--- config.mk ---
export PLATFORM = sky130hd
export DESIGN_NAME = ser_ctl
export DESIGN_NICKNAME = d
export VERILOG_FILES = /design/src/rtl/ser_ctl_pkg.sv /design/src/rtl/ser_ctl_rxfifo.sv /design/src/rtl/ser_ctl.sv
export SDC_FILE = /design/constraint.sdc
export NUM_CORES = 1
export LEC_CHECK = 0
export ABC_AREA = 1
export CORE_AREA = 2 2 68 63
export CTS_BUF_LIST = sky130_fd_sc_hd__clkbuf_8
export DETAILED_ROUTE_END_ITERATION = 7
export DIE_AREA = 0 0 70 65
export GPL_TIMING_DRIVEN = 0
export PLACE_DENSITY = 0.82
export SLEW_MARGIN = 40
export SYNTH_ARGS = -nofsm -noshare
export SYNTH_HDL_FRONTEND = slang
export SYNTH_SLANG_ARGS = --single-unit
--- constraint.sdc ---
create_clock -name clk -period 0.9 [get_ports clk]
set_input_delay 0.09 -clock clk [delete_from_list [all_inputs] [get_ports clk]]
set_output_delay 0.09 -clock clk [all_outputs]
set_load 0.005 [all_outputs]
--- src/rtl/ser_ctl_pkg.sv ---
// ser_ctl_pkg: shared types and constants for the serial-line bus-master sequencer.
package ser_ctl_pkg;

    // Sequencer states: program control once, then poll status and move bytes.
    typedef enum logic [2:0] {
        INIT,
        STAT,
        SEL,
        WR,
        RD
    } state_e;

    // Direction served by the most recent data access.
    typedef enum logic {
        DIR_TX = 1'b0,
        DIR_RX = 1'b1
    } dir_e;

    // Serial slave register map.
    localparam logic ADDR_DATA = 1'b0;
    localparam logic ADDR_CTRL = 1'b1;

    // Status register bit positions.
    localparam int RCV_RDY   = 0;
    localparam int XMT_RDY   = 1;
    localparam int XMT_EMPTY = 2;

    // Bitrate codes at 50 MHz.
    localparam logic [2:0] BAUD_2400   = 3'h0;
    localparam logic [2:0] BAUD_9600   = 3'h2;
    localparam logic [2:0] BAUD_115200 = 3'h7;

    // Depth of the optional receive FIFO.
    localparam int RX_DEPTH = 4;

    // Control word: bit 31 set, rate code in [30:28], interrupt enables in [2:0].
    function automatic logic [31:0] ctrl_word(input logic [2:0] baud, input logic [2:0] ien);
        return {1'b1, baud, 25'b0, ien};
    endfunction

endpackage

--- src/rtl/ser_ctl_rxfifo.sv ---
// ser_ctl_rxfifo: 4 x 8-bit receive FIFO used by ser_ctl when SER_CTL_RXBUF_EN is defined.
module ser_ctl_rxfifo
    import ser_ctl_pkg::*;
(
    input  logic       clk,
    input  logic       rst,
    input  logic       push_i,
    input  logic [7:0] data_i,
    input  logic       pop_i,
    output logic [7:0] data_o,
    output logic       valid_o,
    output logic       full_o
);

    localparam int PW = $clog2(RX_DEPTH);
    localparam logic [PW-1:0] PTR_ONE = {{(PW-1){1'b0}}, 1'b1};
    localparam logic [PW:0]   CNT_ONE = {{PW{1'b0}}, 1'b1};

    logic [7:0]    mem_q [RX_DEPTH];
    logic [PW-1:0] wr_ptr_q;
    logic [PW-1:0] rd_ptr_q;
    logic [PW:0]   count_q;
    logic          do_push;
    logic          do_pop;

    assign full_o  = (count_q == RX_DEPTH[PW:0]);
    assign valid_o = (count_q != '0);
    assign do_push = push_i && !full_o;
    assign do_pop  = pop_i && valid_o;
    // Empty FIFO presents zero so the output matches the reset value.
    assign data_o  = valid_o ? mem_q[rd_ptr_q] : 8'h00;

    // Storage write on push.
    // NOTE: data storage has no reset; only pointers and count need a defined value,
    // and non-blocking assignments keep every flop update order-independent.
    always_ff @(posedge clk) begin
        if (do_push) begin
            mem_q[wr_ptr_q] <= data_i;
        end
    end

    // Pointers wrap naturally modulo the depth; count tracks occupancy.
    always_ff @(posedge clk or posedge rst) begin
        if (rst) begin
            wr_ptr_q <= '0;
            rd_ptr_q <= '0;
            count_q  <= '0;
        end else begin
            if (do_push) begin
                wr_ptr_q <= wr_ptr_q + PTR_ONE;
            end
            if (do_pop) begin
                rd_ptr_q <= rd_ptr_q + PTR_ONE;
            end
            case ({do_push, do_pop})
                2'b10:   count_q <= count_q + CNT_ONE;
                2'b01:   count_q <= count_q - CNT_ONE;
                default: count_q <= count_q;
            endcase
        end
    end

endmodule

--- src/rtl/ser_ctl.sv ---
// ser_ctl: bus master that programs the serial slave once, then polls status and
// moves bytes between a TX producer, an RX consumer and the slave data register.
// Define SER_CTL_RXBUF_EN to replace the single RX holding register with a 4-entry FIFO.
module ser_ctl
    import ser_ctl_pkg::*;
#(
    parameter logic [2:0] BAUD_CODE = BAUD_115200,
    parameter logic [2:0] IEN_BITS  = 3'b000
) (
    input  logic        clk,
    input  logic        rst,
    output logic        ser_stb,
    output logic        ser_we,
    output logic        ser_addr,
    output logic [31:0] ser_dout,
    input  logic [31:0] ser_din,
    input  logic        ser_ack,
    input  logic [7:0]  tx_data,
    input  logic        tx_valid,
    output logic        tx_ready,
    output logic [7:0]  rx_data,
    output logic        rx_valid,
    input  logic        rx_ready,
    output logic        init_done,
    output logic        xmt_empty
);

    localparam logic [31:0] CTRL_WORD = ctrl_word(BAUD_CODE, IEN_BITS);

    state_e state_q;
    state_e state_d;
    logic   bus_en_q;      // low for the first cycle after reset so the bus is idle in reset
    logic   init_done_q;
    logic   rcv_rdy_q;
    logic   xmt_rdy_q;
    logic   xmt_empty_q;
    dir_e   rr_last_q;

    logic   bus_ack;
    logic   rx_ok;
    logic   tx_ok;
    logic   rx_push;
    logic   rx_pop;
    logic   rx_slot_free;
    logic   unused_din_hi;

    assign bus_ack       = ser_stb && ser_ack;
    assign rx_ok         = rcv_rdy_q && rx_slot_free;
    assign tx_ok         = xmt_rdy_q && tx_valid;
    assign rx_push       = (state_q == RD) && bus_ack;
    assign rx_pop        = rx_valid && rx_ready;
    assign init_done     = init_done_q;
    assign xmt_empty     = xmt_empty_q;
    assign unused_din_hi = ^ser_din[31:8];

    // State register and bus enable.
    always_ff @(posedge clk or posedge rst) begin
        if (rst) begin
            state_q  <= INIT;
            bus_en_q <= 1'b0;
        end else begin
            state_q  <= state_d;
            bus_en_q <= 1'b1;
        end
    end

    // Next-state: each access advances only on its ack; SEL arbitrates for one cycle.
    always_comb begin
        state_d = state_q;
        case (state_q)
            INIT:   if (bus_ack) state_d = STAT;
            STAT:   if (bus_ack) state_d = SEL;
            SEL: begin
                if (rx_ok && (!tx_ok || rr_last_q == DIR_TX)) begin
                    state_d = RD;
                end else if (tx_ok) begin
                    state_d = WR;
                end else begin
                    state_d = STAT;
                end
            end
            WR:     if (bus_ack) state_d = STAT;
            RD:     if (bus_ack) state_d = STAT;
            default: state_d = INIT;
        endcase
    end

    // Bus outputs held stable for the whole access; TX handshake only in the WR ack cycle.
    // NOTE: every output gets a default before the case so no latch is inferred.
    always_comb begin
        ser_stb  = 1'b0;
        ser_we   = 1'b0;
        ser_addr = ADDR_DATA;
        ser_dout = 32'h0;
        tx_ready = 1'b0;
        if (bus_en_q) begin
            case (state_q)
                INIT: begin
                    ser_stb  = 1'b1;
                    ser_we   = 1'b1;
                    ser_addr = ADDR_CTRL;
                    ser_dout = CTRL_WORD;
                end
                STAT: begin
                    ser_stb  = 1'b1;
                    ser_addr = ADDR_CTRL;
                end
                WR: begin
                    ser_stb  = 1'b1;
                    ser_we   = 1'b1;
                    ser_dout = {24'h0, tx_data};
                    tx_ready = ser_ack;
                end
                RD: begin
                    ser_stb  = 1'b1;
                end
                default: ;
            endcase
        end
    end

    // Init flag, latched status bits and round-robin history.
    always_ff @(posedge clk or posedge rst) begin
        if (rst) begin
            init_done_q <= 1'b0;
            rcv_rdy_q   <= 1'b0;
            xmt_rdy_q   <= 1'b0;
            xmt_empty_q <= 1'b0;
            rr_last_q   <= DIR_TX;
        end else begin
            if (state_q == INIT && bus_ack) begin
                init_done_q <= 1'b1;
            end
            if (state_q == STAT && bus_ack) begin
                rcv_rdy_q   <= ser_din[RCV_RDY];
                xmt_rdy_q   <= ser_din[XMT_RDY];
                xmt_empty_q <= ser_din[XMT_EMPTY];
            end
            if (state_q == WR && bus_ack) begin
                rr_last_q <= DIR_TX;
            end
            if (rx_push) begin
                rr_last_q <= DIR_RX;
            end
        end
    end

`ifdef SER_CTL_RXBUF_EN
    logic rx_full;

    ser_ctl_rxfifo u_rxfifo (
        .clk     (clk),
        .rst     (rst),
        .push_i  (rx_push),
        .data_i  (ser_din[7:0]),
        .pop_i   (rx_pop),
        .data_o  (rx_data),
        .valid_o (rx_valid),
        .full_o  (rx_full)
    );

    assign rx_slot_free = !rx_full;
`else
    logic       rx_valid_q;
    logic [7:0] rx_data_q;

    // Single RX holding register; a load only happens when it is empty.
    always_ff @(posedge clk or posedge rst) begin
        if (rst) begin
            rx_valid_q <= 1'b0;
            rx_data_q  <= 8'h00;
        end else if (rx_push) begin
            rx_valid_q <= 1'b1;
            rx_data_q  <= ser_din[7:0];
        end else if (rx_pop) begin
            rx_valid_q <= 1'b0;
        end
    end

    assign rx_valid     = rx_valid_q;
    assign rx_data      = rx_data_q;
    assign rx_slot_free = !rx_valid_q;
`endif

endmodule

## Word level (Yosys, flattened, before mapping)

Cells that the tools add are included.

| operators by class | value |
|---|---|
| eq/ne operators | 6 |
| multiplexer cells | 19 |
| bitwise gates (word level) | 1 |
| reduce and logical (&&, ||, !) cells | 20 |

Operators by type and width:

| operator | count |
|---|---|
| $pmux 32 s2 | 1 |
| $mux 32 | 1 |
| $mux 1 | 12 |
| $logic_and 1x1->1 | 9 |
| $mux 3 | 3 |
| $pmux 3 s3 | 1 |
| $eq 3x2->1 const B | 2 |
| $reduce_bool 2->1 | 2 |
| $reduce_or 2->1 | 2 |
| $reduce_or 4->1 | 1 |
| $eq 3x1->1 const B | 1 |
| $eq 3x3->1 const B | 1 |
| $logic_not 3->1 | 1 |
| $reduce_or 3->1 | 1 |
| $logic_not 1->1 | 2 |
| $mux 2 | 1 |
| $ne 2x1->1 const B | 1 |
| $ne 2x2->1 const B | 1 |
| $reduce_and 2->1 | 1 |
| $logic_or 1x1->1 | 1 |
| $not 1->1 | 1 |

| word-level totals | value |
|---|---|
| bits in registers | 18 |
| input port bits | 45 |
| output and inout bits | 47 |
| logic and storage cells | 55 |

## Logic depth before layout (Yosys ltp)

| depth | value |
|---|---|
| depth after elaboration | 8 |
| gate-level depth with buffers | 7 |
| gate-level depth less buffers | 7 |

## Worst setup path after synthesis

Ideal clock, no wire load.

| timing | value |
|---|---|
| path kind | register to output |
| from | reg state_q[1] |
| to | out ser_dout[29] |
| arrival time | 1.062 ns |
| required time | 0.810 ns |
| path slack | -0.252 ns |
| cell stages (with the launch flop) | 5 |
| path buffers | 1 |
| path through | dfrtp_1 -> nor3_1 -> nand2_1 -> inv_1 -> buf_4 |

| between the ends | value |
|---|---|
| longest elaborated chain between the ends | 3 |
| elaborated cells on any way between the ends | 4 |
| those cells by class | 1 x eq/ne; 2 x mux; 1 x reduce/logical |

Ends and longest elaborated chain:

| item | RTL line | source |
|---|---|---|
| start, declared | ser_ctl.sv:30 | `state_e state_q;` |
| start signal, assigned | ser_ctl.sv:62 | `state_q <= state_d;` |
| $eq 3x2->1 or $logic_not 3->1 (tied branches) | ser_ctl.sv:97 | `case (state_q)` |
| $pmux 32 s2 (*) | ser_ctl.sv:97 |  |
| $mux 32 (*) | ser_ctl.sv:96 | `if (bus_en_q) begin` |
| end, declared | ser_ctl.sv:15 | `output logic [31:0] ser_dout,` |

Mark *: on every way between the ends. The rest lies on a longest branch, timed or not.

## Worst setup path in the final report

| timing | value |
|---|---|
| from | reg state_q[2] |
| to | out ser_dout[30] |

The elaborated chain is that of the path after synthesis.

==> out/qor.yml <==
critical_path:
  cp_num_buf_inv: 5
  cp-end-kind: "primary output"
  cpLargestDelayFamily: "buffers and inverters"
  cp_max_fo: 2
  cp.arrival_ps: 1400
  critical_path.max_stage_delay_ps: 420
  worst_path_max_delay_cell: "dfrtp_2"
  cp.required_ps: 810
  crit_path_frequent_cell: "buf_6"
  path_cells: "buf_6, nor3_4, nand2_2, inv_2, buf_6, buf_6, buf_6"
  critPathKind: "reg2out"
  setup.worst_path.start_class: "flip-flop"
drt:
  drc: 0
  drtIter0Drc: 13
  routedWlPerCell_microns: 10.67
  drt_first_pass_iters: 4
  totalWireLength_microns: 3084
  num_vias: 1135
  drtAntennaViolNets: 0
  vias_per_cell: 3.927
clocking:
  clockRootBuffer: "clkbuf_8"
  insertion_delay_ps: 250
  cts_sinks: 18
  ctsHoldBuffers: 0
  cts-htree-levels: 1
  cts.path.max_buffers: 2
  cts_tree: "yes"
  cts.clk_slew.worst_paths_ps: 70
  numCtsBuffers: 3
timing:
  whs_ps: 178.4
  period_share_pct: 165.4
  final.setup.worst_slack_ps: -588.8
  fin_crit_ps: 1489
  hold_viol_final: 0
  rsz0062_at_grt: "yes"
  setup_violations: 33
  fmax_ghz: 0.6717
  report.final.slew_viol_count: 0
  setup_tns_ps: -15240
  fin_skew_ps: 3.542
synth:
  synth.ff_latch_count: 18
  yosys_warnings: 0
  synth.area.top_cells: "dfrtp_1 (41%), buf_4 (16%), nand2_1 (9.1%)"
  ys_seq_area_share_pct: 40.59
  synth-adder-area-share_pct: 0
  synth-compound-area-share_pct: 10.94
  syn_area_per_cell_sq_um: 7.927
  synth_cells: 140
  synth-xor-area-share_pct: 0
  syn_area_sq_um: 1110
  netlist.area_leader.share_pct: 40.59
  netlist.top_cell.by_area: "dfrtp_1"
  synth_top_family_by_area: "buffers and inverters"
  synth_simple_gate_area_share_pct: 20.74
  ys_types: 18
  synthMuxAreaShare_pct: 0
cells_and_area:
  num_antenna_cells: 0
  final_common_cell: "buf_4"
  regArea_sq_um: 454.2
  fillers: 347
  area_growth_pct: 98.65
  multi_input_comb_area_sq_um: 609.3
  fin_nets: 287
  final_area_sq_um: 2205
  drive_gt1_share_pct: 58.09
  fin_util_pct: 56.40
  layout_common_cells: "buf_4 (35), buf_6 (23), inv_1 (21), conb_1 (21)"
hold_path:
  hold_path.class: "in2async"
floorplanning:
  die_w_microns: 70
  coreArea_sq_um: 3909
  design.die.area_sq_um: 4550
  die_y_microns: 65
  io_pins: 92
  rows: 22
  initial_utilization_pct: 28.39
power:
  leakage_nw: 1.184
  ir_drop_mv: 1.201
  p_int_mw: 3.219
  combPwrFrac_pct: 61.0
  clkPwrFrac_pct: 13.2
  power_density_nw_per_um2: 2285
  switching_share_pct: 36.09
  power.share.sequential_pct: 25.8
  power.switching_mw: 1.818
grt:
  first_global_vias: 1113
  grt_pass1_wl_microns: 4899
  track_usage_pct: 13.15
  grt_max_degree: 19
  grt_overflow_total: 0
  antenna_found_initial: 0
place:
  place_congestion: 0.7578
  placed_area_sq_um: 1749
  dp_hpwl_microns: 1891
  portBuffers: 47
outcome:
  failed_checks: "setup timing"
  status: "finished, violations left"
run:
  max_cap_violations: 0
==> cell families after synthesis <==
kind of cell           after synthesis
AO/OA/AOI/OAI                       17
buffers and inverters               53
flip-flops                          18
other                                2
AND/OR/NAND/NOR                     50
==> flip-flops by register name (all words and copies together), names as in the netlist <==
| signal | count |
|---|---|
| bus_en_q | 1 |
| rx_data | 8 |
| xmt_rdy_q | 1 |
| rx_valid | 1 |
| rr_last_q | 1 |
| init_done | 1 |
| xmt_empty | 1 |
| rcv_rdy_q | 1 |
| state_q | 3 |
==> area by class of cell <==
class,instances,share of cell area (%)
clock buffers,4,2.497
inverters,28,5.165
plain buffers,24,9.194
multi-input cells,88,27.64
flip-flops and latches,18,20.60
repair buffers,79,32.18
well taps,48,2.724
==> Yosys cell counts (all sizes together) <==
| library cell | number |
|---|---|
| buf | 25 |
| nor3 | 1 |
| conb | 2 |
| o21bai | 1 |
| nor2 | 16 |
| inv | 28 |
| nand3 | 5 |
| nand2 | 28 |
| o21ai | 16 |
| dfrtp | 18 |
==> power groups by stage <==
| stage | Clock [mW] | Combinational [mW] | Sequential (mW) |
|---|---|---|---|
| floorplan | 0 | 1.02 | 1.28 |
| global placement | 0 | 1.80 | 1.29 |
| detailed placement | 0 | 1.84 | 1.30 |
| CTS | 0.661 | 2.44 | 1.30 |
| global route | 0.717 | 3.31 | 1.33 |
| finish | 0.667 | 3.07 | 1.30 |
==> worst paths after layout <==
check,from,to,slack [ps],depth (start not counted)
max,state_q[2],ser_dout[30],-590,7
min,rst,rx_data[4],180,2
max reg2reg,state_q[0],rx_data[2],-470,7
min reg2reg,xmt_empty,xmt_empty,490,2
max in group asynchronous,rst,state_q[2],440,2
min in group clk,ser_din[7],rx_data[7],370,3
==> metal layers <==
metal | track usage (%) | part of all wire [%] | up-vias
met1 | 15.50 | 37 | 510
met4 | 3.846 | 0.71 | 0
met3 | 3.266 | 7.9 | 4
li1 | - | - | 573
met2 | 23.69 | 54 | 48
met5 | 0 | 0 | -
==> stage by stage <==
stage / setup slack [ps] / std cells / power (mW)
6_report: -588.8 / 289 / 5.037
5_1_grt: -635.3 / 289 / 5.353
4_1_cts: -599.1 / 277 / 4.407
3_5_place_dp: -725.8 / 254 / 3.141
3_3_place_gp: -725.5 / 254 / 3.093
2_1_floorplan: -146.5 / 159 / 2.300
==> what timing repair did <==
item / 4_1_cts / 5_1_grt
resized for setup: 156 / 27
buffers inserted: 18 / 14
gates cloned: 2 / 0
endpoints found under the setup margin: 44 / 40
pin swaps: 11 / 12
==> worst register-to-register path: cells and delay by family (launching register included) <==
family | cells | cell delay [ps]
DFF | 1 | 430
AOI/OAI and AO/OA | 1 | 50
and+or+nand+nor | 3 | 320
buffers and inverters | 3 | 470
Power figures use the tool's default switching activity.
